### config.mk
export PLATFORM = sky130hd
export DESIGN_NAME = alu_rmw_sequencer_flat
export DESIGN_NICKNAME = d
export VERILOG_FILES = /design/src/rtl/alu_rmw_sequencer_if.sv /design/src/rtl/alu_rmw_sequencer.sv /design/src/flat_wrapper.sv
export SDC_FILE = /design/constraint.sdc
export NUM_CORES = 1
export LEC_CHECK = 0
export CORE_MARGIN = 8
export CORE_UTILIZATION = 25
export CTS_CLUSTER_DIAMETER = 200
export DETAILED_ROUTE_END_ITERATION = 10
export PLACE_DENSITY = 0.53
export SLEW_MARGIN = 25
export SYNTH_ARGS = -nofsm -noshare
export SYNTH_HDL_FRONTEND = slang
export SYNTH_SLANG_ARGS = --single-unit
### constraint.sdc
create_clock -name clk_i -period 2 [get_ports clk_i]
set_input_delay 0.4 -clock clk_i [delete_from_list [all_inputs] [get_ports clk_i]]
set_output_delay 0.4 -clock clk_i [all_outputs]
set_load 0.01 [all_outputs]
### src/rtl/alu_rmw_sequencer_if.sv
// alu_rmw_sequencer_if
// Bundles the two shared resources the read-modify-write sequencer drives:
// the data-memory port and the shared ALU.
//   Memory : mem_req_o, mem_we_o, mem_addr_o, mem_wdata_o   (sequencer -> memory)
//            mem_ack_i, mem_rdata_i                         (memory -> sequencer)
//   ALU    : alu_op_o, alu_opd1_o, alu_opd2_o, alu_status_o (sequencer -> ALU)
//            alu_result_i, alu_status_i                     (ALU -> sequencer)
// The master modport belongs to the sequencer. The slave modport belongs to
// the memory/ALU side.
interface alu_rmw_sequencer_if #(
  parameter int ADDR_W = 16
);
  logic              mem_req_o;
  logic              mem_we_o;
  logic [ADDR_W-1:0] mem_addr_o;
  logic [7:0]        mem_wdata_o;
  logic              mem_ack_i;
  logic [7:0]        mem_rdata_i;

  logic [4:0]        alu_op_o;
  logic [15:0]       alu_opd1_o;
  logic [15:0]       alu_opd2_o;
  logic [7:0]        alu_status_o;
  logic [15:0]       alu_result_i;
  logic [7:0]        alu_status_i;

  modport master (
    output mem_req_o, mem_we_o, mem_addr_o, mem_wdata_o,
    input  mem_ack_i, mem_rdata_i,
    output alu_op_o, alu_opd1_o, alu_opd2_o, alu_status_o,
    input  alu_result_i, alu_status_i
  );

  modport slave (
    input  mem_req_o, mem_we_o, mem_addr_o, mem_wdata_o,
    output mem_ack_i, mem_rdata_i,
    input  alu_op_o, alu_opd1_o, alu_opd2_o, alu_status_o,
    output alu_result_i, alu_status_i
  );
endinterface

### src/rtl/alu_rmw_sequencer.sv
// alu_rmw_sequencer
// Sequences a 6502 read-modify-write instruction on memory (INC, DEC, ASL,
// LSR, ROL, ROR). The sequence is:
//   1. read the operand,
//   2. run the shared ALU for one cycle,
//   3. perform the 6502 dummy write of the original byte,
//   4. write the result back,
//   5. hand the updated P register to the status register.
// Ports:
//   clk_i, rst_n_i        clock and synchronous active-low reset
//   start_i, op_i,        command from decode; it is accepted only while idle
//   addr_i, status_i
//   busy_o                high from acceptance until the final write ack
//   done_o, status_we_o   one-cycle pulse after the final write; status_o is valid with it
//   status_o              updated P register
//   illegal_o             one-cycle pulse after a start carrying a non-RMW op
//   bus                   memory port and ALU port (master side)
module alu_rmw_sequencer #(
  parameter int         ADDR_W  = 16,
  parameter logic [4:0] ALU_INC = 5'd5,
  parameter logic [4:0] ALU_DEC = 5'd6,
  parameter logic [4:0] ALU_SHL = 5'd7,
  parameter logic [4:0] ALU_SHR = 5'd8,
  parameter logic [4:0] ALU_ROL = 5'd9,
  parameter logic [4:0] ALU_ROR = 5'd10
) (
  input  logic              clk_i,
  input  logic              rst_n_i,
  input  logic              start_i,
  input  logic [4:0]        op_i,
  input  logic [ADDR_W-1:0] addr_i,
  input  logic [7:0]        status_i,
  output logic              busy_o,
  output logic              done_o,
  output logic              illegal_o,
  output logic [7:0]        status_o,
  output logic              status_we_o,
  alu_rmw_sequencer_if.master bus
);

  typedef enum logic [2:0] {
    S_IDLE   = 3'd0,
    S_READ   = 3'd1,
    S_EXEC   = 3'd2,
    S_DWRITE = 3'd3,
    S_WRITE  = 3'd4
  } state_t;

  state_t            state_q, state_d;
  logic [4:0]        op_q, op_d;
  logic [ADDR_W-1:0] addr_q, addr_d;
  logic [7:0]        snap_q, snap_d;        // P at acceptance
  logic [7:0]        operand_q, operand_d;  // original memory byte
  logic [7:0]        result_q, result_d;    // ALU result byte
  logic [7:0]        newp_q, newp_d;        // merged P, published on done
  logic [7:0]        status_q, status_d;
  logic              done_q, done_d;
  logic              illegal_q, illegal_d;

  logic              op_legal;
  logic              keep_c;
  logic              mem_req;
  logic              mem_we;
  logic [ADDR_W-1:0] mem_addr;
  logic [7:0]        mem_wdata;
  logic [15:0]       alu_opd1;
  logic [7:0]        alu_status;

  // The ALU upper result byte and its copy of V/B/D/I/bit5 are not used.
  // The RMW arithmetic stays 8-bit, and those P bits come from the snapshot.
  logic              unused_alu_bits;
  assign unused_alu_bits = ^{bus.alu_result_i[15:8], bus.alu_status_i[6:2]};

  assign op_legal = op_i inside {ALU_INC, ALU_DEC, ALU_SHL, ALU_SHR, ALU_ROL, ALU_ROR};

  // INC/DEC do not touch carry on a 6502, whatever the ALU reports for C.
  assign keep_c = (op_q == ALU_INC) || (op_q == ALU_DEC);

  always_ff @(posedge clk_i) begin
    if (!rst_n_i) begin
      state_q   <= S_IDLE;
      op_q      <= '0;
      addr_q    <= '0;
      snap_q    <= '0;
      operand_q <= '0;
      result_q  <= '0;
      newp_q    <= '0;
      status_q  <= '0;
      done_q    <= 1'b0;
      illegal_q <= 1'b0;
    end else begin
      state_q   <= state_d;
      op_q      <= op_d;
      addr_q    <= addr_d;
      snap_q    <= snap_d;
      operand_q <= operand_d;
      result_q  <= result_d;
      newp_q    <= newp_d;
      status_q  <= status_d;
      done_q    <= done_d;
      illegal_q <= illegal_d;
    end
  end

  always_comb begin
    state_d    = state_q;
    op_d       = op_q;
    addr_d     = addr_q;
    snap_d     = snap_q;
    operand_d  = operand_q;
    result_d   = result_q;
    newp_d     = newp_q;
    status_d   = status_q;
    done_d     = 1'b0;
    illegal_d  = 1'b0;
    mem_req    = 1'b0;
    mem_we     = 1'b0;
    mem_addr   = '0;
    mem_wdata  = 8'h00;
    alu_opd1   = 16'h0000;
    alu_status = 8'h00;

    case (state_q)
      S_IDLE: begin
        if (start_i) begin
          if (op_legal) begin
            op_d    = op_i;
            addr_d  = addr_i;
            snap_d  = status_i;
            state_d = S_READ;
          end else begin
            illegal_d = 1'b1;
          end
        end
      end

      S_READ: begin
        mem_req  = 1'b1;
        mem_addr = addr_q;
        if (bus.mem_ack_i) begin
          operand_d = bus.mem_rdata_i;
          state_d   = S_EXEC;
        end
      end

      S_EXEC: begin
        alu_opd1   = {8'h00, operand_q};
        alu_status = snap_q;
        result_d   = bus.alu_result_i[7:0];
        newp_d     = {bus.alu_status_i[7], snap_q[6:2], bus.alu_status_i[1],
                      keep_c ? snap_q[0] : bus.alu_status_i[0]};
        state_d    = S_DWRITE;
      end

      // The 6502 dummy write: store the unmodified byte first.
      S_DWRITE: begin
        mem_req   = 1'b1;
        mem_we    = 1'b1;
        mem_addr  = addr_q;
        mem_wdata = operand_q;
        if (bus.mem_ack_i) begin
          state_d = S_WRITE;
        end
      end

      S_WRITE: begin
        mem_req   = 1'b1;
        mem_we    = 1'b1;
        mem_addr  = addr_q;
        mem_wdata = result_q;
        if (bus.mem_ack_i) begin
          status_d = newp_q;
          done_d   = 1'b1;
          state_d  = S_IDLE;
        end
      end

      default: begin
        state_d = S_IDLE;
      end
    endcase
  end

  assign busy_o      = (state_q != S_IDLE);
  assign done_o      = done_q;
  assign status_we_o = done_q;
  assign status_o    = status_q;
  assign illegal_o   = illegal_q;

  assign bus.mem_req_o    = mem_req;
  assign bus.mem_we_o     = mem_we;
  assign bus.mem_addr_o   = mem_addr;
  assign bus.mem_wdata_o  = mem_wdata;
  assign bus.alu_op_o     = op_q;
  assign bus.alu_opd1_o   = alu_opd1;
  assign bus.alu_opd2_o   = 16'h0000;
  assign bus.alu_status_o = alu_status;

endmodule

### src/flat_wrapper.sv
// flat-port wrapper written by rule: the top's interface ports become plain ports
module alu_rmw_sequencer_flat 
#(
  parameter int         ADDR_W  = 16,
  parameter logic [4:0] ALU_INC = 5'd5,
  parameter logic [4:0] ALU_DEC = 5'd6,
  parameter logic [4:0] ALU_SHL = 5'd7,
  parameter logic [4:0] ALU_SHR = 5'd8,
  parameter logic [4:0] ALU_ROL = 5'd9,
  parameter logic [4:0] ALU_ROR = 5'd10
)
  (clk_i, rst_n_i, start_i, op_i, addr_i, status_i, busy_o, done_o, illegal_o, status_o, status_we_o, bus_mem_req_o, bus_mem_we_o, bus_mem_addr_o, bus_mem_wdata_o, bus_mem_ack_i, bus_mem_rdata_i, bus_alu_op_o, bus_alu_opd1_o, bus_alu_opd2_o, bus_alu_status_o, bus_alu_result_i, bus_alu_status_i);
  alu_rmw_sequencer_if #(.ADDR_W(ADDR_W)) bus_i ();
  input  logic clk_i;
  input  logic rst_n_i;
  input  logic start_i;
  input  logic [4:0] op_i;
  input  logic [ADDR_W-1:0] addr_i;
  input  logic [7:0] status_i;
  output logic busy_o;
  output logic done_o;
  output logic illegal_o;
  output logic [7:0] status_o;
  output logic status_we_o;
  output wire logic [$bits(bus_i.mem_req_o)-1:0] bus_mem_req_o;
  output wire logic [$bits(bus_i.mem_we_o)-1:0] bus_mem_we_o;
  output wire logic [$bits(bus_i.mem_addr_o)-1:0] bus_mem_addr_o;
  output wire logic [$bits(bus_i.mem_wdata_o)-1:0] bus_mem_wdata_o;
  input wire logic [$bits(bus_i.mem_ack_i)-1:0] bus_mem_ack_i;
  input wire logic [$bits(bus_i.mem_rdata_i)-1:0] bus_mem_rdata_i;
  output wire logic [$bits(bus_i.alu_op_o)-1:0] bus_alu_op_o;
  output wire logic [$bits(bus_i.alu_opd1_o)-1:0] bus_alu_opd1_o;
  output wire logic [$bits(bus_i.alu_opd2_o)-1:0] bus_alu_opd2_o;
  output wire logic [$bits(bus_i.alu_status_o)-1:0] bus_alu_status_o;
  input wire logic [$bits(bus_i.alu_result_i)-1:0] bus_alu_result_i;
  input wire logic [$bits(bus_i.alu_status_i)-1:0] bus_alu_status_i;
  assign bus_mem_req_o = bus_i.mem_req_o;
  assign bus_mem_we_o = bus_i.mem_we_o;
  assign bus_mem_addr_o = bus_i.mem_addr_o;
  assign bus_mem_wdata_o = bus_i.mem_wdata_o;
  assign bus_i.mem_ack_i = bus_mem_ack_i;
  assign bus_i.mem_rdata_i = bus_mem_rdata_i;
  assign bus_alu_op_o = bus_i.alu_op_o;
  assign bus_alu_opd1_o = bus_i.alu_opd1_o;
  assign bus_alu_opd2_o = bus_i.alu_opd2_o;
  assign bus_alu_status_o = bus_i.alu_status_o;
  assign bus_i.alu_result_i = bus_alu_result_i;
  assign bus_i.alu_status_i = bus_alu_status_i;
  alu_rmw_sequencer #(.ADDR_W(ADDR_W), .ALU_INC(ALU_INC), .ALU_DEC(ALU_DEC), .ALU_SHL(ALU_SHL), .ALU_SHR(ALU_SHR), .ALU_ROL(ALU_ROL), .ALU_ROR(ALU_ROR)) u_core (.clk_i(clk_i), .rst_n_i(rst_n_i), .start_i(start_i), .op_i(op_i), .addr_i(addr_i), .status_i(status_i), .busy_o(busy_o), .done_o(done_o), .illegal_o(illegal_o), .status_o(status_o), .status_we_o(status_we_o), .bus(bus_i));
endmodule
After elaboration in Yosys (flattened, before gate mapping)
Index checks and enable logic that the tools add are counted.
{"block": "word_totals", "register_bits": 66, "latch_bits": 0, "mem_bits_ro": 0, "inputBits": 65, "memories": 0, "elab_cells": 54, "ram_bits": 0, "output_inout_bits": 83}
{"block": "classes", "n_eq_ne": 17, "multipliers": 0, "n_reduce_logical": 12, "n_lt_le_gt_ge": 0, "n_shift": 0, "n_mux": 15, "div": 0, "bitwise_logic": 0, "add_sub_neg": 0}
{"op": "== test 5 x 3 -> 1 bit (second input constant)", "n": 5}
{"op": "2-to-1 mux 16 bit", "n": 1}
{"op": "2-to-1 mux 8 bit", "n": 2}
{"op": "case mux 8 bit (2 select lines)", "n": 1}
{"op": "== test 5 x 4 -> 1 bit (second input constant)", "n": 3}
{"op": "2-to-1 mux 3 bit", "n": 5}
{"op": "case mux 3 bit (5 select lines)", "n": 1}
{"op": "inequality test 2 bit (second input constant)", "n": 4}
{"op": "== test 3 x 2 -> 1 bit (second input constant)", "n": 2}
{"op": "AND reduction 2 bit", "n": 3}
{"op": "AND reduction 3 bit", "n": 2}
{"op": "nonzero test 6 bit", "n": 1}
{"op": "2-to-1 mux 1 bit", "n": 5}
{"op": "AND reduction 5 bit", "n": 1}
{"op": "== test 3 x 1 -> 1 bit (second input constant)", "n": 1}
{"op": "== test 3 bit (second input constant)", "n": 1}
{"op": "logical NOT 3 bit", "n": 1}
{"op": "nonzero test 3 bit", "n": 1}
{"op": "OR reduction 3 bit", "n": 1}
{"op": "inequality test 2 x 1 -> 1 bit (second input constant)", "n": 1}
{"op": "OR reduction 2 bit", "n": 1}
{"op": "logical OR 1 bit", "n": 1}

Logic depth before layout (Yosys ltp)
{"block": "logic_depth", "word_depth": 5, "ltp_mapped": 6, "ltp_nobuf": 4}

Worst setup path after synthesis
OpenSTA, ideal clock, no wires.
{"block": "synth_path", "path_type": "flip-flop to output port", "startpoint": "reg u_core.state_q[2]", "endpoint": "out bus_mem_we_o", "path_stages_with_launch": 5, "setup_slack_ns": 0.396, "arrival_time_ns": 1.204, "n_path_buf": 1, "path_cell_list": "dfxtp_1 -> and2b_1 -> and2_1 -> buf_2 -> or2_2"}
{"block": "synth_between", "elab_chain_len": 3, "elab_cells_between_ends": 4, "cone_classes": "eq/ne: 2; mux: 1; reduce/logical: 1"}
{"item": "start: declaration", "line": "alu_rmw_sequencer.sv:49", "text": "state_t state_q, state_d;"}
{"item": "start signal: assignment", "line": "alu_rmw_sequencer.sv:92", "text": "state_q <= state_d;"}
{"item": "== test 3 x 2 -> 1 bit or == test 3 bit (tied branches)", "line": "alu_rmw_sequencer.sv:123", "text": "case (state_q)"}
{"item": "OR reduction 2 bit (no line) (*)"}
{"item": "2-to-1 mux 1 bit (*)", "line": "alu_rmw_sequencer.sv:123"}
{"item": "end: declaration", "line": "flat_wrapper.sv:26", "text": "output wire logic [$bits(bus_i.mem_we_o)-1:0] bus_mem_we_o;"}
Every way passes the cells marked *; elsewhere a longest branch is shown, timed or not.

Final worst setup path
Same ends and word-level chain as after synthesis.

==> metrics.yaml <==
p_leak_nw: 1.91
syn_area_sq_um: 3040
slew_viol_final: 0
cts_root_buffer: "clkbuf_16"
chipWidth_um: 126
nets: 553
die_h_um: 126
critPathRequiredTime_ns: 1.60
dpl_cell_area_sq_um: 4250
crit_type: "flop to output port"
fin_crit_sh_pct: 97.7
p_total_mw: 3.23
utilization_pct: 37.7
critPathMaxFanout: 4
drc: 0
grt_use_total_pct: 12.1
grt_pass1_vias: 2864
routabilityCongestion: 0.715
p_per_area_nw_per_um2: 716
drt-total-wl_um: 9770
yosys.area.top_type: "dfxtp_1"
holdWs_ns: 0.448
layout_common_cells: "clkdlybuf4s50_1, dfxtp_1, a21oi_1"
setup_ws_ns: 0.0463
cp.arrival_ns: 1.55
postLayoutCellArea_sq_um: 4510
finalCriticalPeriod_ns: 1.95
drive_gt1_share_pct: 16.9
fillers: 1246
ys_seq_elements: 66
layout_commonest_cell: "clkdlybuf4s50_1"
numCtsBuffers: 9
grt_pass1_wl_um: 15200
insertion_delay_ns: 0.32
tightestPinTransition_ns: 0.577
fmax_mhz: 512
cts_num_sinks: 66
worst_setup_path_start_kind: "flop"
io_buffers: 110
postRouteAntennaNets: 0
dieArea_sq_um: 15900
hold_class: "flop to flop"
synthTopCellsByArea: "dfxtp_1, a21oi_1, buf_4"
cts.reportedPaths.clkPinSlew_ns: 0.05
routed_via_density: 4.49
io_pins: 148
cts_tree: "built"
fp.coreArea_sq_um: 12000
slew_headroom_pct: 61.4
drt_iter0_drc: 111
vdd_drop_max_mv: 0.314
antenna_found_initial: 0
rsz0062_at_grt: "false"
dp_hpwl_um: 7210
setup_viol: 0
yosysWarnings: 0
gr-total-overflow: 0
hold_violations: 0
n_antenna_cell: 0
crit_path_end_kind: "output port"
synth_top_area_share_pct: 43.5
grt_max_degree: 42
cap_violations: 0
netlist_instances: 367
vias: 2862
num_rows: 40
ys_types: 36
ctsHtreeMaxLevel: 3
area_growth_pct: 48.5
wl_per_cell_um: 15.3
cts_max_path_buffers: 2
syn_area_per_cell_sq_um: 8.28
ys_seq_area_share_pct: 43.5
outcome: "finished, final reports clean"
pre_cts_slack_ns: -0.0621
finClkSkew_ns: 0.00481
start_util_pct: 25.4
dr.pass1.iters: 4
==> power breakdown <==
group	internal [mW]	switching [mW]
registers	1.36	0.0244
clock network	0.853	0.546
logic	0.223	0.227
total	2.43	0.797
==> synth_stat cells <==
master,n
or2_2,1
o211a_1,2
and3b_1,1
or3_1,1
mux2i_1,10
inv_1,7
nor2_2,1
and2_1,3
nand2b_1,1
a21oi_1,51
clkbuf_1,11
nor4b_4,1
nor3b_1,1
o21ai_1,8
mux2_2,1
a22o_1,8
a21o_1,1
nor2_1,15
and2_4,1
xor2_1,2
o21ai_0,21
a311oi_1,1
nand2_1,50
buf_12,3
buf_4,28
nor2b_1,16
nand2_2,1
buf_2,10
and3_1,11
conb_1,1
dfxtp_1,66
mux2i_2,1
nor3b_2,1
nand3_1,28
clkinv_1,1
and2b_1,1
==> area by class of cell <==
type	instances	area [sq um]	area share, %
repair buffers	139	1280	28.3
well taps	147	184	4.08
flip-flops and latches	66	1330	29.4
multi-input cells	264	1430	31.8
clock inverters	3	17.5	0.388
clock buffers	11	243	5.38
inverters	8	30.0	0.666
==> worst max-delay path, cell delays in order, from the launching register on <==
cell and delay (ns):
dfxtp_2 0.33, nor3b_4 0.15, buf_4 0.13, buf_6 0.11, buf_4 0.14, or2_4 0.24
buf_6 0.12
==> layer usage <==
metal	global-route usage, %	vias up	wire length (um)	part of all wire [%]
li1	-	1432	-	-
met3	3.80	12	577	5.9
met4	5.17	0	224	2.3
met5	0	-	0	0
met1	14.0	1332	4320	44
met2	20.2	86	4650	48
==> worst paths after layout <==
check                      endpoint                   start  depth (start not counted)  slack (ns)
max                    bus_mem_we_o       u_core.state_q[2]                          6        0.05
min          u_core.bus.alu_op_o[4]  u_core.bus.alu_op_o[4]                          2        0.45
max reg2reg      u_core.status_o[7]       u_core.state_q[1]                          7        0.45
min reg2reg  u_core.bus.alu_op_o[4]  u_core.bus.alu_op_o[4]                          2        0.45
==> cell families (layout without fill, tap and decap cells) <==
group	Yosys count	count (layout)	share of synthesized area, %
xor+xnor	2	2	0.577
buf+inv	60	161	12.9
simple gates	134	134	22.1
flops	66	66	43.5
compound gates	92	92	16.7
mux	12	12	4.12
other cells	1	24	0.123
==> state kept, by name, indices dropped and copies added (netlist names) <==
signal,flops
u_core.done_o,1
u_core.result_q,8
u_core.snap_q,8
u_core.state_q,3
u_core.newp_q,8
u_core.status_o,8
u_core.operand_q,8
u_core.illegal_o,1
u_core.addr_q,16
u_core.bus.alu_op_o,5
==> through the flow <==
step	TNS (ns)	cells
floorplan	0	390
global placement	-0.278	614
detailed placement	-0.473	614
CTS	-0.00198	638
global route	0	638
finish	0	638
==> repair_timing <==
item,CTS,global route
hold buffers,0,0
cloned,1,0
resized for setup,113,22
pin swaps,1,2
endpoints found under the setup margin,43,23
buffers inserted,9,0
Power figures use the tool's default switching activity.
